## config.mk

```make
export PLATFORM = sky130hd
export DESIGN_NAME = hazard_ctrl
export DESIGN_NICKNAME = d
export VERILOG_FILES = /design/src/rtl/hazard_ctrl.sv
export SDC_FILE = /design/constraint.sdc
export NUM_CORES = 1
export LEC_CHECK = 0
export CELL_PAD_IN_SITES_DETAIL_PLACEMENT = 1
export CELL_PAD_IN_SITES_GLOBAL_PLACEMENT = 1
export CORE_UTILIZATION = 37
export DETAILED_ROUTE_END_ITERATION = 8
export GPL_TIMING_DRIVEN = 1
export PLACE_DENSITY_LB_ADDON = 0.1
export SYNTH_ARGS = -nofsm -noshare
export SYNTH_HDL_FRONTEND = slang
export SYNTH_SLANG_ARGS = --single-unit
```

## constraint.sdc

```tcl
create_clock -name clk -period 2.2 [get_ports clk]
set_input_delay 0.33 -clock clk [delete_from_list [all_inputs] [get_ports clk]]
set_output_delay 0.33 -clock clk [all_outputs]
set_load 0.01 [all_outputs]
```

## src/rtl/hazard_ctrl.sv

```systemverilog
// Hazard and forwarding controller for the 5-stage core: shadows the E/M/W
// register fields and derives forwarding selects, stalls, flushes and memory-wait bookkeeping.
module hazard_ctrl #(
  parameter int REG_W   = 5,
  parameter int CNT_W   = 16,
  parameter int TIMEOUT = 64
) (
  input  logic             clk,
  input  logic             reset_n,
  input  logic             validD,
  input  logic [REG_W-1:0] rs1D,
  input  logic [REG_W-1:0] rs2D,
  input  logic [REG_W-1:0] rdD,
  input  logic             regwriteD,
  input  logic             loadD,
  input  logic             memD,
  input  logic             pcsrcE,
  input  logic             dmem_ready,
  output logic [1:0]       forwardAE,
  output logic [1:0]       forwardBE,
  output logic             stallF,
  output logic             stallD,
  output logic             stallE,
  output logic             stallM,
  output logic             flushD,
  output logic             flushE,
  output logic             flushW,
  output logic [CNT_W-1:0] stall_cycles,
  output logic             mem_err
);

  localparam int WC_W = $clog2(TIMEOUT + 1);
  localparam logic [WC_W-1:0] WC_MAX  = WC_W'(TIMEOUT);
  localparam logic [WC_W-1:0] WC_TRIP = WC_W'(TIMEOUT - 1);

  // Control state (reset)
  logic             validE_q, validE_d;
  logic             validM_q, validM_d;
  logic             validW_q, validW_d;
  logic [CNT_W-1:0] stall_cycles_q, stall_cycles_d;
  logic [WC_W-1:0]  wait_cnt_q, wait_cnt_d;
  logic             mem_err_q, mem_err_d;

  // Register-field state (only meaningful while the matching valid is set)
  logic [REG_W-1:0] rs1E_q, rs1E_d, rs2E_q, rs2E_d, rdE_q, rdE_d;
  logic             regwriteE_q, regwriteE_d, loadE_q, loadE_d, memE_q, memE_d;
  logic [REG_W-1:0] rdM_q, rdM_d;
  logic             regwriteM_q, regwriteM_d, memM_q, memM_d;
  logic [REG_W-1:0] rdW_q, rdW_d;
  logic             regwriteW_q, regwriteW_d;

  logic       memwait, lwstall, take_branch, take_lw;
  logic [1:0] fwd_a, fwd_b;

  function automatic logic [1:0] fwd_sel(
    input logic             vE,
    input logic [REG_W-1:0] src,
    input logic             vM,
    input logic             weM,
    input logic [REG_W-1:0] dM,
    input logic             vW,
    input logic             weW,
    input logic [REG_W-1:0] dW
  );
    logic [1:0] sel;
    sel = 2'b00;
    if (vE) begin
      if (vM && weM && (dM != '0) && (dM == src))      sel = 2'b10;
      else if (vW && weW && (dW != '0) && (dW == src)) sel = 2'b01;
    end
    return sel;
  endfunction

  always_comb begin
    memwait     = validM_q & memM_q & ~dmem_ready;
    lwstall     = validD & validE_q & loadE_q & (rdE_q != '0) &
                  ((rdE_q == rs1D) | (rdE_q == rs2D));
    take_branch = ~memwait & pcsrcE;
    take_lw     = ~memwait & ~pcsrcE & lwstall;
    fwd_a = fwd_sel(validE_q, rs1E_q, validM_q, regwriteM_q, rdM_q,
                    validW_q, regwriteW_q, rdW_q);
    fwd_b = fwd_sel(validE_q, rs2E_q, validM_q, regwriteM_q, rdM_q,
                    validW_q, regwriteW_q, rdW_q);
  end

  // Outputs are held at zero for the whole of reset, independent of the inputs.
  always_comb begin
    forwardAE    = reset_n ? fwd_a : 2'b00;
    forwardBE    = reset_n ? fwd_b : 2'b00;
    stallF       = reset_n & (memwait | take_lw);
    stallD       = reset_n & (memwait | take_lw);
    stallE       = reset_n & memwait;
    stallM       = reset_n & memwait;
    flushD       = reset_n & take_branch;
    flushE       = reset_n & (take_branch | take_lw);
    flushW       = reset_n & memwait;
    stall_cycles = stall_cycles_q;
    mem_err      = mem_err_q;
  end

  // Shadow pipeline advance
  always_comb begin
    validE_d    = validE_q;
    rs1E_d      = rs1E_q;
    rs2E_d      = rs2E_q;
    rdE_d       = rdE_q;
    regwriteE_d = regwriteE_q;
    loadE_d     = loadE_q;
    memE_d      = memE_q;
    validM_d    = validM_q;
    rdM_d       = rdM_q;
    regwriteM_d = regwriteM_q;
    memM_d      = memM_q;
    validW_d    = validW_q;
    rdW_d       = rdW_q;
    regwriteW_d = regwriteW_q;
    if (memwait) begin
      validW_d = 1'b0;
    end else begin
      validW_d    = validM_q;
      rdW_d       = rdM_q;
      regwriteW_d = regwriteM_q;
      validM_d    = validE_q;
      rdM_d       = rdE_q;
      regwriteM_d = regwriteE_q;
      memM_d      = memE_q;
      if (take_branch || take_lw) begin
        validE_d = 1'b0;
      end else begin
        validE_d    = validD;
        rs1E_d      = rs1D;
        rs2E_d      = rs2D;
        rdE_d       = rdD;
        regwriteE_d = regwriteD;
        loadE_d     = loadD;
        memE_d      = memD;
      end
    end
  end

  // Stall counter saturates; wait counter saturates at TIMEOUT so it never wraps.
  always_comb begin
    stall_cycles_d = stall_cycles_q;
    if ((memwait || take_lw) && !(&stall_cycles_q))
      stall_cycles_d = stall_cycles_q + CNT_W'(1);
    wait_cnt_d = '0;
    if (memwait)
      wait_cnt_d = (wait_cnt_q == WC_MAX) ? wait_cnt_q : wait_cnt_q + WC_W'(1);
    mem_err_d = mem_err_q | (memwait & (wait_cnt_q == WC_TRIP));
  end

  always_ff @(posedge clk or negedge reset_n) begin
    if (!reset_n) begin
      validE_q       <= 1'b0;
      validM_q       <= 1'b0;
      validW_q       <= 1'b0;
      stall_cycles_q <= '0;
      wait_cnt_q     <= '0;
      mem_err_q      <= 1'b0;
    end else begin
      validE_q       <= validE_d;
      validM_q       <= validM_d;
      validW_q       <= validW_d;
      stall_cycles_q <= stall_cycles_d;
      wait_cnt_q     <= wait_cnt_d;
      mem_err_q      <= mem_err_d;
    end
  end

  always_ff @(posedge clk) begin
    rs1E_q      <= rs1E_d;
    rs2E_q      <= rs2E_d;
    rdE_q       <= rdE_d;
    regwriteE_q <= regwriteE_d;
    loadE_q     <= loadE_d;
    memE_q      <= memE_d;
    rdM_q       <= rdM_d;
    regwriteM_q <= regwriteM_d;
    memM_q      <= memM_d;
    rdW_q       <= rdW_d;
    regwriteW_q <= regwriteW_d;
  end

endmodule

```

; Word-level counts from Yosys, hierarchy flattened
; Cells that the tools add are included.
[op_classes]
eq_ne = 9
n_reduce_logical = 17
bitwise = 22
muxes = 12
addsub = 2
[ops]
columns = op, count
row1 = $eq A5 B5 Y1, 6
row2 = $add A16 B1 Y16 const B, 1
row3 = $reduce_and A16 Y1, 1
row4 = $reduce_bool A5 Y1, 3
row5 = $and A1 B1 Y1, 14
row6 = $mux W7, 2
row7 = $mux W2, 6
row8 = $logic_and A1 B1 Y1, 9
row9 = $add A7 B1 Y7 const B, 1
row10 = $eq A7 B6 Y1 const B, 1
row11 = $eq A7 B7 Y1 const B, 1
row12 = $mux W1, 4
row13 = $not A1 Y1, 4
row14 = $or A1 B1 Y1, 4
row15 = $logic_or A1 B1 Y1, 2
row16 = $ne A2 B2 Y1 const B, 1
row17 = $reduce_and A2 Y1, 1
row18 = $logic_not A1 Y1, 1
[word_totals]
out_inout_bits = 28
ff_bits = 58
inputBits = 23

; Logic depth before layout (Yosys ltp)
[logic_depth]
word_depth = 8
depth_mapped = 8
mapped_depth_nobuf = 7

; Worst setup path before layout
; No wires, ideal clock.
[synth_timing]
path_kind = reg-to-output
start = register validM_q
end = output stallF
stages_incl_launch_ff = 7
arrival_time_ns = 1.980
setup_slack_ns = -0.110
t_required_ns = 1.870
cell_sequence = dfrtp_1 and3_1 clkbuf_1 inv_1 buf_1 a21boi_0 buf_4
[synth_between]
elab_chain_cells = 7
[synth_rtl]
columns = element, line
row1 = from (decl), 38  ; logic validM_q, validM_d;
row2 = from (signal assigned), 162  ; validM_q <= validM_d;
row3 = $and A1 B1 Y1 * (2 in a row), 75  ; memwait = validM_q & memM_q & ~dmem_ready;
row4 = $not A1 Y1 (no line), n/a
row5 = $and A1 B1 Y1 (2 in a row), 79  ; take_lw = ~memwait & ~pcsrcE & lwstall;
row6 = $or A1 B1 Y1 *, n/a
row7 = $and A1 B1 Y1 *, n/a
row8 = to (decl), 21  ; output logic stallF,
; Mark *: on every way between the ends. The rest lies on a longest branch, timed or not.

; Final worst setup path
[layout_timing]
start = register rdM_q[1]
end = output forwardAE[1]
[layout_between]
elab_chain_cells = 6
elab_cells_between_ends = 7
[layout_rtl]
columns = element, line
row1 = from (decl), 47  ; logic [REG_W-1:0] rdM_q, rdM_d;
row2 = from (signal assigned), 177  ; rdM_q <= rdM_d;
row3 = $reduce_bool A5 Y1, 68  ; if (vM && weM && (dM != '0) && (dM == src)) sel = 2'b10;
row4 = $logic_and A1 B1 Y1, 68
row5 = $logic_and A1 B1 Y1 *, 68
row6 = $mux W2 *, 68
row7 = $mux W2 *, 67  ; if (vE) begin
row8 = $mux W2 *, 88  ; forwardAE = reset_n ? fwd_a : 2'b00;
row9 = to (decl), 19  ; output logic [1:0] forwardAE,
; Marked as above.

==> impl_metrics.sql <==
INSERT INTO impl_metrics (metric_group, metric, value, unit) VALUES
('cells_and_area', 'num-fill-cells', '735', ''),
('route', 'drt-initial-drc-count', '88', ''),
('place', 'gpl.final_weighted_congestion', '0.774', ''),
('sta', 'timing.final.max_slew_violations', '0', ''),
('clock_network', 'clkSinkCount', '58', ''),
('cells_and_area', 'share_of_cells_above_drive_strength_1', '23.9', '%'),
('route', 'drt-wirelength-per-cell', '16.0', 'µm'),
('grt', 'grt_remaining_overflow', '0', ''),
('sta', 'final-hold-violation-count', '0', ''),
('sta', 'finalCritPeriodShare', '106', '%'),
('floorplanning', 'total_die_area', '7540', 'µm²'),
('pwr', 'share_clk_of_total_power', '33.6', '%'),
('clock_network', 'cts_made_buffers', '9', ''),
('grt', 'number_of_global_route_vias_before_repair', '2153', ''),
('pwr', 'p_comb_share', '13.4', '%'),
('grt', 'grt_pass1_wl', '10600', 'µm'),
('pwr', 'vdd.ir_drop.worst', '0.000345', 'V'),
('worst_hold_path', 'min-delay-path-class', 'input pin to async pin', ''),
('route', 'drt.antenna.violating_nets', '0', ''),
('flow_run', 'max-cap-violations', '0', ''),
('synth', 'synthesis.yosys.warnings', '0', ''),
('setup_path', 'crit_path_max_cell_delay', '0.55', 'ns'),
('clock_network', 'cts_hold_buffers', '0', ''),
('grt', 'largest_net_degree_at_the_start_of_global_routing', '23', ''),
('pwr', 'power_density', '654', 'nW/µm²'),
('floorplanning', 'die-width', '86.9', 'µm'),
('setup_path', 'critPathTopFamily', 'simple AND/OR/NAND/NOR gates', ''),
('cells_and_area', 'synthToLayoutAreaGrowth', '40.2', '%'),
('place', 'hpwlAfterDp', '4710', 'µm'),
('synth', 'synth_seq_area_share', '60.3', '%'),
('route', 'route.detailed.drc', '0', ''),
('pwr', 'internal_power', '1.85', 'mW'),
('sta', 'finalSetupViolations', '2', ''),
('floorplanning', 'ios', '51', ''),
('pwr', 'post-layout-total-power', '2.44', 'mW'),
('sta', 'fmaxAchievable', '0.429', 'GHz'),
('grt', 'globalRouteTotalUtil', '19.1', '%'),
('place', 'port_buffers', '50', ''),
('setup_path', 'crit_fanout', '2', ''),
('route', 'wl', '6480', 'µm'),
('clock_network', 'clock_latency', '0.33', 'ns'),
('sta', 'worst_slew_margin_rel', '72.8', '%'),
('clock_network', 'cts_max_path_buffers', '2', ''),
('sta', 'timing_worst_slew_pin_value', '0.406', 'ns'),
('sta', 'final_critical_path_setup_slack', '-0.132', 'ns'),
('clock_network', 'clk_pin_slew_worst_paths', '0.07', 'ns'),
('sta', 'timing.hold.ws', '0.349', 'ns'),
('cells_and_area', 'multi_input_comb_area', '1080', 'µm²'),
('grt', 'grt_antenna_before_repair', '0', ''),
('pwr', 'power.leakage', '1.58', 'nW'),
('floorplanning', 'num_rows', '30', ''),
('floorplanning', 'placeableCoreArea', '6870', 'µm²'),
('setup_path', 'crit_required', '1.87', 'ns'),
('clock_network', 'cts.root.buffer_cell', 'clkbuf_8', ''),
('floorplanning', 'die_height', '86.9', 'µm'),
('cells_and_area', 'layout.area.seq', '1610', 'µm²'),
('setup_path', 'crit_type', 'flop to primary output', ''),
('synth', 'yosys.cell_types.count', '36', ''),
('setup_path', 'startpoint_kind_of_the_worst_setup_timing_path', 'flop', ''),
('cells_and_area', 'utilization', '54.4', '%'),
('outcome', 'outcome', 'finished with violations', ''),
('setup_path', 'critical_path_cell_by_cell', 'or4_4 -> o211ai_2 -> buf_4 -> nor4_2 -> buf_4 -> nor2b_1 -> buf_2', ''),
('synth', 'postSynthRegisterBits', '58', ''),
('outcome', 'violated_checks', 'negative setup slack', ''),
('floorplanning', 'start_util', '38.8', '%'),
('clock_network', 'htreeDepth', '3', ''),
('setup_path', 'most_frequent_cell_on_the_critical_path', 'buf_4', ''),
('sta', 'unrepaired_setup_endpoints_after_global_routing', 'yes', ''),
('setup_path', 'cp.buffers_inverters', '3', ''),
('cells_and_area', 'final_nets', '330', ''),
('sta', 'setup_tns_final', '-0.213', 'ns');
## cell families after synthesis
| kind of cell | share of synthesized area, % |
|---|---|
| and+or+nand+nor | 15.0 |
| AOI/OAI and AO/OA | 4.18 |
| adders and majority gates | 1.41 |
| muxes | 0.423 |
| buffers and inverters | 2.25 |
| DFF | 60.3 |
| xor gates and xnor gates | 16.4 |
## through the flow
step | setup WS, ns | std cells
2_1_floorplan | 0.0870 | 214
3_3_place_gp | -0.457 | 382
3_5_place_dp | -0.530 | 382
4_1_cts | -0.168 | 403
5_1_grt | -0.205 | 405
6_report | -0.132 | 405
## layout make-up
class                      count  area share (%)
sequential                    58            43.0
multi-input combinational    145            28.9
timing repair buffer          85            20.0
clock buffer                  13            3.99
tap                           96            3.22
inverter                       5           0.503
clock inverter                 3           0.402
## per-layer routing
metal	vias to the layer above	track usage (%)	part of all wire, %
met5	-	0	0
met3	11	5.31	4.1
met1	942	21.9	42
li1	936	-	-
met2	41	33.0	52
met4	0	9.09	1.9
## cell usage after synthesis (all sizes together)
| master | number | area, µm² |
|---|---|---|
| inv | 5 | 18.8 |
| or4 | 1 | 7.51 |
| o211ai | 1 | 12.5 |
| nand4b | 1 | 8.76 |
| or2 | 1 | 6.26 |
| nor2 | 11 | 41.3 |
| nand2 | 15 | 56.3 |
| and4 | 2 | 17.5 |
| nor4 | 3 | 18.8 |
| clkbuf | 1 | 3.75 |
| o21a | 1 | 7.51 |
| nor2b | 1 | 6.26 |
| nand4 | 10 | 62.6 |
| buf | 5 | 37.5 |
| a21boi | 2 | 15.0 |
| and2 | 2 | 12.5 |
| o31ai | 1 | 7.51 |
| edfxtp | 31 | 931 |
| a211oi | 1 | 7.51 |
| nand2b | 2 | 12.5 |
| nor3 | 5 | 25.0 |
| a21oi | 5 | 25.0 |
| o22ai | 1 | 6.26 |
| o21ai | 2 | 10.0 |
| nand3 | 12 | 60.1 |
| dfrtp | 27 | 676 |
| or3 | 1 | 6.26 |
| and3 | 9 | 57.6 |
| o221a | 1 | 20.0 |
| xnor2 | 35 | 307 |
| ha | 3 | 37.5 |
| mux2 | 1 | 11.3 |
| xor2 | 15 | 131 |
## timing repair
item | 4_1_cts | 5_1_grt
cloned | 0 | 0
buffers inserted | 6 | 3
pin swaps | 11 | 9
hold endpoints to repair | 0 | 0
endpoints found under the setup margin | 9 | 9
resized for setup | 40 | 11
## worst paths after layout
path	from	end	slack (ns)	cells after the start
min	reset_n	validW_q$_DFF_PN0_	0.35	2
max in group asynchronous	reset_n	stall_cycles[4]$_DFFE_PN0P_	1.35	3
max	rdM_q[1]$_DFFE_PN_	forwardAE[1]	-0.13	7
min in group clk	rs1D[0]	rs1E_q[0]$_DFFE_PP_	0.42	1
max reg2reg	rdE_q[0]$_DFFE_PP_	stall_cycles[1]$_DFFE_PN0P_	0.15	7
min reg2reg	regwriteE_q$_DFFE_PP_	regwriteM_q$_DFFE_PN_	0.44	0
## sequential cells by signal, summed over array words and instances (netlist names)
name	count
stall_cycles	16
wait_cnt_q	7
rdE_q	5
rdM_q	5
rdW_q	5
rs1E_q	5
rs2E_q	5
loadE_q	1
memE_q	1
memM_q	1
mem_err	1
regwriteE_q	1
regwriteM_q	1
regwriteW_q	1
validE_q	1
validM_q	1
validW_q	1
## cell usage in the layout, fill, tap and decap left out, types with 2 or more instances in the layout
| cell | count |
|---|---|
| nor3_1 | 3 |
| inv_1 | 4 |
| clkbuf_1 | 3 |
| buf_2 | 7 |
| and4_1 | 2 |
| dlygate4sd2_1 | 2 |
| nor2_1 | 11 |
| xnor2_2 | 3 |
| a21oi_1 | 4 |
| nand3_1 | 11 |
| nand2b_1 | 2 |
| buf_4 | 34 |
| nand2_1 | 14 |
| and2_1 | 2 |
| nand4_1 | 10 |
| dlymetal6s2s_1 | 3 |
| edfxtp_1 | 31 |
| xor2_1 | 15 |
| ha_1 | 3 |
| and3_1 | 7 |
| xnor2_1 | 32 |
| clkinv_2 | 3 |
| clkdlybuf4s50_1 | 38 |
| clkbuf_8 | 10 |
| dfrtp_1 | 27 |
| nor4_1 | 2 |
| o21ai_0 | 2 |
## power by group through the flow
| stage | Combinational, mW | Sequential, mW | Clock (mW) |
|---|---|---|---|
| floorplan | 0.121 | 1.31 | 0 |
| global placement | 0.292 | 1.31 | 0 |
| detailed placement | 0.301 | 1.32 | 0 |
| CTS | 0.318 | 1.29 | 0.857 |
| global route | 0.355 | 1.30 | 0.891 |
| finish | 0.327 | 1.29 | 0.821 |
No activity file was read; power rests on OpenSTA's default activity.
